<file path="src/rtl/ps2_rx.sv">
// ps2_rx: PS/2 keyboard frame receiver with input sync, clock deglitch, parity/framing checks.
// Define PS2_TIMEOUT_EN to abort frames that stall for TIMEOUT_CYCLES clk cycles.
module ps2_rx #(
  parameter int SYNC_STAGES    = 2,
  parameter int FILTER_LEN     = 4,
  parameter int TIMEOUT_CYCLES = 5000
) (
  input  logic       clk,
  input  logic       i_sclr_n,
  input  logic       i_ps2_clk,
  input  logic       i_ps2_data,
  output logic [7:0] o_byte,
  output logic       o_byte_en,
  output logic       o_parity_err,
  output logic       o_frame_err,
  output logic       o_busy
);
  typedef enum logic [1:0] {IDLE, DATA, PARITY, STOP} state_t;
  localparam int FW = $clog2(FILTER_LEN + 1);
  state_t state_q, state_d;
  logic [SYNC_STAGES-1:0] cs_q, cs_d, ds_q, ds_d;
  logic [FW-1:0] fcnt_q, fcnt_d;
  logic filt_q, filt_d, filt_prev_q, filt_prev_d;
  logic [2:0] bitcnt_q, bitcnt_d;
  logic [7:0] shift_q, shift_d, byte_q, byte_d;
  logic par_q, par_d, byte_en_q, byte_en_d, perr_q, perr_d, ferr_q, ferr_d;
  logic fall, din, stable;
`ifdef PS2_TIMEOUT_EN
  localparam int TW = $clog2(TIMEOUT_CYCLES + 1);
  logic [TW-1:0] tmo_q, tmo_d;
`endif
  always_comb begin
    cs_d        = {cs_q[SYNC_STAGES-2:0], i_ps2_clk};
    ds_d        = {ds_q[SYNC_STAGES-2:0], i_ps2_data};
    din         = ds_q[SYNC_STAGES-1];
    stable      = cs_q[SYNC_STAGES-1] == filt_q;
    fcnt_d      = stable ? '0 : fcnt_q + 1'b1;
    filt_d      = filt_q;
    filt_prev_d = filt_q;
    fall        = filt_prev_q & ~filt_q;
    // the filtered clock only flips after FILTER_LEN consecutive disagreeing samples
    if (!stable && fcnt_q == FW'(FILTER_LEN - 1)) begin
      filt_d = ~filt_q;
      fcnt_d = '0;
    end
    state_d   = state_q;
    bitcnt_d  = bitcnt_q;
    shift_d   = shift_q;
    par_d     = par_q;
    byte_d    = byte_q;
    byte_en_d = 1'b0;
    perr_d    = 1'b0;
    ferr_d    = 1'b0;
    if (fall) begin
      case (state_q)
        IDLE: if (!din) begin
          state_d  = DATA;
          bitcnt_d = '0;
          shift_d  = '0;
        end
        DATA: begin
          shift_d  = {din, shift_q[7:1]};
          bitcnt_d = bitcnt_q + 1'b1;
          state_d  = (bitcnt_q == 3'd7) ? PARITY : DATA;
        end
        PARITY: begin
          par_d   = din;
          state_d = STOP;
        end
        default: begin
          state_d = IDLE;
          if (!din) ferr_d = 1'b1;
          else if (!(^{shift_q, par_q})) perr_d = 1'b1;
          else begin
            byte_d    = shift_q;
            byte_en_d = 1'b1;
          end
        end
      endcase
    end
`ifdef PS2_TIMEOUT_EN
    tmo_d = (fall || state_q == IDLE) ? '0 : tmo_q + 1'b1;
    if (!fall && state_q != IDLE && tmo_q == TW'(TIMEOUT_CYCLES - 1)) begin
      state_d  = IDLE;
      bitcnt_d = '0;
      shift_d  = '0;
      ferr_d   = 1'b1;
      tmo_d    = '0;
    end
`endif
  end
  always_ff @(posedge clk) begin
    if (!i_sclr_n) begin
      cs_q        <= '1;
      ds_q        <= '1;
      fcnt_q      <= '0;
      filt_q      <= 1'b1;
      filt_prev_q <= 1'b1;
      state_q     <= IDLE;
      bitcnt_q    <= '0;
      shift_q     <= '0;
      par_q       <= 1'b0;
      byte_q      <= '0;
      byte_en_q   <= 1'b0;
      perr_q      <= 1'b0;
      ferr_q      <= 1'b0;
`ifdef PS2_TIMEOUT_EN
      tmo_q       <= '0;
`endif
    end else begin
      cs_q        <= cs_d;
      ds_q        <= ds_d;
      fcnt_q      <= fcnt_d;
      filt_q      <= filt_d;
      filt_prev_q <= filt_prev_d;
      state_q     <= state_d;
      bitcnt_q    <= bitcnt_d;
      shift_q     <= shift_d;
      par_q       <= par_d;
      byte_q      <= byte_d;
      byte_en_q   <= byte_en_d;
      perr_q      <= perr_d;
      ferr_q      <= ferr_d;
`ifdef PS2_TIMEOUT_EN
      tmo_q       <= tmo_d;
`endif
    end
  end
  assign o_byte       = byte_q;
  assign o_byte_en    = byte_en_q;
  assign o_parity_err = perr_q;
  assign o_frame_err  = ferr_q;
  assign o_busy       = state_q != IDLE;
endmodule

</file>
<file path="config.mk">
export PLATFORM = sky130hd
export DESIGN_NAME = ps2_rx
export DESIGN_NICKNAME = d
export VERILOG_FILES = /design/src/rtl/ps2_rx.sv
export SDC_FILE = /design/constraint.sdc
export NUM_CORES = 1
export LEC_CHECK = 0
export BUFFER_PORTS_ARGS = -buffer_cell sky130_fd_sc_hd__buf_2
export CAP_MARGIN = 10
export CORE_MARGIN = 8
export CORE_UTILIZATION = 50
export DETAILED_ROUTE_END_ITERATION = 6
export GPL_TIMING_DRIVEN = 0
export PLACE_DENSITY = 0.7
export SYNTH_ARGS = -nofsm -noshare
export SYNTH_HDL_FRONTEND = slang
export SYNTH_SLANG_ARGS = --single-unit
</file>
<file path="constraint.sdc">
create_clock -name clk -period 3.1 [get_ports clk]
set_input_delay 0.155 -clock clk [delete_from_list [all_inputs] [get_ports clk]]
set_output_delay 0.155 -clock clk [all_outputs]
set_load 0.02 [all_outputs]
</file>
==> flow_metrics.tcl <==
set metrics [dict create \
    yosysTopAreaCellShare_pct 46.5 \
    finalClockSkew_ps 7.14 \
    synthArstFlopShare_pct 0 \
    grt_pass1_wl_mm 4.66 \
    syn_area_per_cell_sq_um 9.57 \
    core_sq_mm 0.00278 \
    cts_tree "yes" \
    first_pass_iters 4 \
    synth_nets 165 \
    avgRoutedWirePerCell_um 12.6 \
    startpoint_type "register" \
    dpl.hpwl_mm 1.94 \
    power_uw 725 \
    grt.overflow.total 0 \
    numCtsBuffers 5 \
    drc 0 \
    utilization_pct 59.6 \
    cp_data_required_time_ps 3380 \
    cp.arrival_ps 2250 \
    worstSetupEndpointType "register" \
    ys_seq_elements 34 \
    cts-root-buf "clkbuf_4" \
    viasPerCell 5.15 \
    fin_setup_tns_ps 0 \
    rows 19 \
    ff2ff_setup_slack_ps 1130 \
    hold_viol_final 0 \
    fmax_mhz 507 \
    grt_max_degree 12 \
    post_cts_resized 0 \
    p_leak_nw 0.660 \
    antenna_found_initial 0 \
    ys.flop_type "dfxtp_1" \
    clock_path_buffers 2 \
    post-synth-top-area-cell "dfxtp_1" \
    ant_nets 0 \
    ys_top_cells_by_count "dfxtp_1 (34), nand2_1 (18), nor2b_1 (14)" \
    outcome "finished clean" \
    ir_drop_mv 0.330 \
    synth_area_leaders "dfxtp_1 (46%), ha_1 (6.8%), mux2i_1 (6.8%)" \
    worstSkewPairLatency_ps 340 \
    cts.clk_slew.worst_paths_ps 100 \
    worstMarginPinSlew_ps 729 \
    post-route-period-util_pct 63.6 \
    min_path_type "in -> reg" \
    die_area_sq_mm 0.00492 \
    finalCriticalPeriod_ps 1970 \
    power_density_mw_per_mm2 437 \
    htreeDepth 2 \
    synth_most_common_cell "dfxtp_1" \
    worstPathMaxFanout 10 \
    first_global_vias 1105 \
    drtIter0Drc 49 \
    yosysSeqAreaShare_pct 46.5 \
    synth.yosys.warnings 0 \
    final_critical_path_setup_slack_ps 1130 \
    place.port_buffers 14 \
    nets 188 \
    drive_gt1_share_pct 13.6 \
    finalWirelength_mm 2.62 \
    area_growth_pct 13.2 \
    die_x_um 70.1 \
    pre_cts_slack_ps 1130 \
    setup_viol 0 \
    netlist_area_sq_mm 0.00146 \
    slew_headroom_pct 51.1 \
    synthCells 153 \
    globalRouteTotalUtil_pct 11.5 \
    postCtsSetupBuffers 0 \
    cap_viol_max_count 0 \
    rsz0062_at_grt "no" \
    synth_edf_count 0 \
    num_antenna_cells 0 \
    initial_utilization_pct 52.6 \
    synth.distinct_cells 24 \
    io_pins 16 \
    timing_worst_setup_path_type "reg -> reg" \
    gp_congestion 0.799 \
    whs_ps 142 \
    cts.sink_count 34 \
    die_h_um 70.1 \
    dr_total_vias 1071 \
    slew_viol_final 0 \
]
==> cell usage in the layout (no fill, tap or decap) <==
master / synthesis / layout
nand3_1: 4 / 4
nand3b_1: 1 / 1
nand2_1: 18 / 18
a22oi_1: 9 / 9
nand4_1: 1 / 1
clkinv_2: 0 / 1
xnor2_1: 7 / 7
clkbuf_8: 0 / 1
a21oi_1: 4 / 4
clkinvlp_4: 0 / 1
o21ai_1: 1 / 1
clkbuf_4: 0 / 5
mux2i_1: 10 / 10
nor3_1: 1 / 1
xnor3_2: 1 / 1
o21ai_0: 4 / 4
nor2b_1: 14 / 14
nor2_8: 1 / 1
inv_1: 7 / 7
and4_1: 1 / 1
and2_1: 2 / 2
nand2b_1: 7 / 7
a21boi_0: 2 / 2
xor2_1: 1 / 1
buf_2: 0 / 14
dfxtp_1: 34 / 34
dlygate4sd3_1: 0 / 2
nor2_1: 9 / 9
ha_1: 8 / 8
clkbuf_1: 6 / 6
==> metrics by stage <==
step,cells,area [sq um]
6_report,208,1660
5_1_grt,208,1660
4_1_cts,208,1660
3_5_place_dp,198,1570
3_3_place_gp,198,1570
2_1_floorplan,153,1460
==> flip-flops by register name (all words and copies together) (netlist names) <==
signal and flops:
ds_q 2, shift_q 8, o_byte_en 1, o_frame_err 1
filt_prev_d 1, bitcnt_q 3, o_byte 8, state_q 2
filt_prev_q 1, par_q 1, fcnt_q 3, cs_q 2
o_parity_err 1
==> worst max-delay path: stages (launching register included) <==
cell and delay [ps]:
dfxtp_1 410, inv_1 80, ha_1 250, a21oi_1 330, and2_1 170, clkbuf_1 350
a22oi_1 160, nor2b_1 140
==> layout make-up <==
cell class                 count  area [sq um]
fill                         259          1120
multi-input combinational    106           734
sequential                    34           681
timing repair buffer          16          90.1
clock buffer                   6          51.3
tap                           31          38.8
inverter                       7          26.3
buffer                         6          22.5
clock inverter                 2          12.5
==> power by group <==
part           total (mW)  internal, mW  leakage [nW]  switching, mW
Clock               0.259         0.109        0.0343          0.150
Sequential          0.443         0.441         0.275        0.00243
Combinational      0.0226       0.00996         0.351         0.0126
==> timing repair <==
item | CTS | global route
setup endpoints to repair | 0 | 0
hold buffers | 2 | 0
hold endpoints to repair | 2 | 0
==> kinds of logic after synthesis <==
group / share of synthesized area, %
AO/OA/AOI/OAI: 8.72
adder cells (fa/ha/maj): 6.84
multiplexers: 6.84
flip-flops: 46.5
AND/OR/NAND/NOR: 21.4
buffers and inverters: 3.33
XOR/XNOR: 6.41
==> final timing paths <==
| path | start | cells after the start | end |
|---|---|---|---|
| setup / recovery | state_q[0] | 7 | shift_q[1] |
| setup reg to reg | state_q[0] | 7 | shift_q[1] |
| hold reg to reg | ds_q[0] | 1 | ds_q[1] |
| hold / removal | i_sclr_n | 2 | filt_prev_d |
==> layer usage <==
metal	vias up	track usage, %	routed length (um)
li1	553	-	-
met1	499	12.0	1170
met2	11	19.4	1290
met3	8	4.10	102
met4	0	7.14	55
met5	-	0	0
No activity file was read; power rests on OpenSTA's default activity.
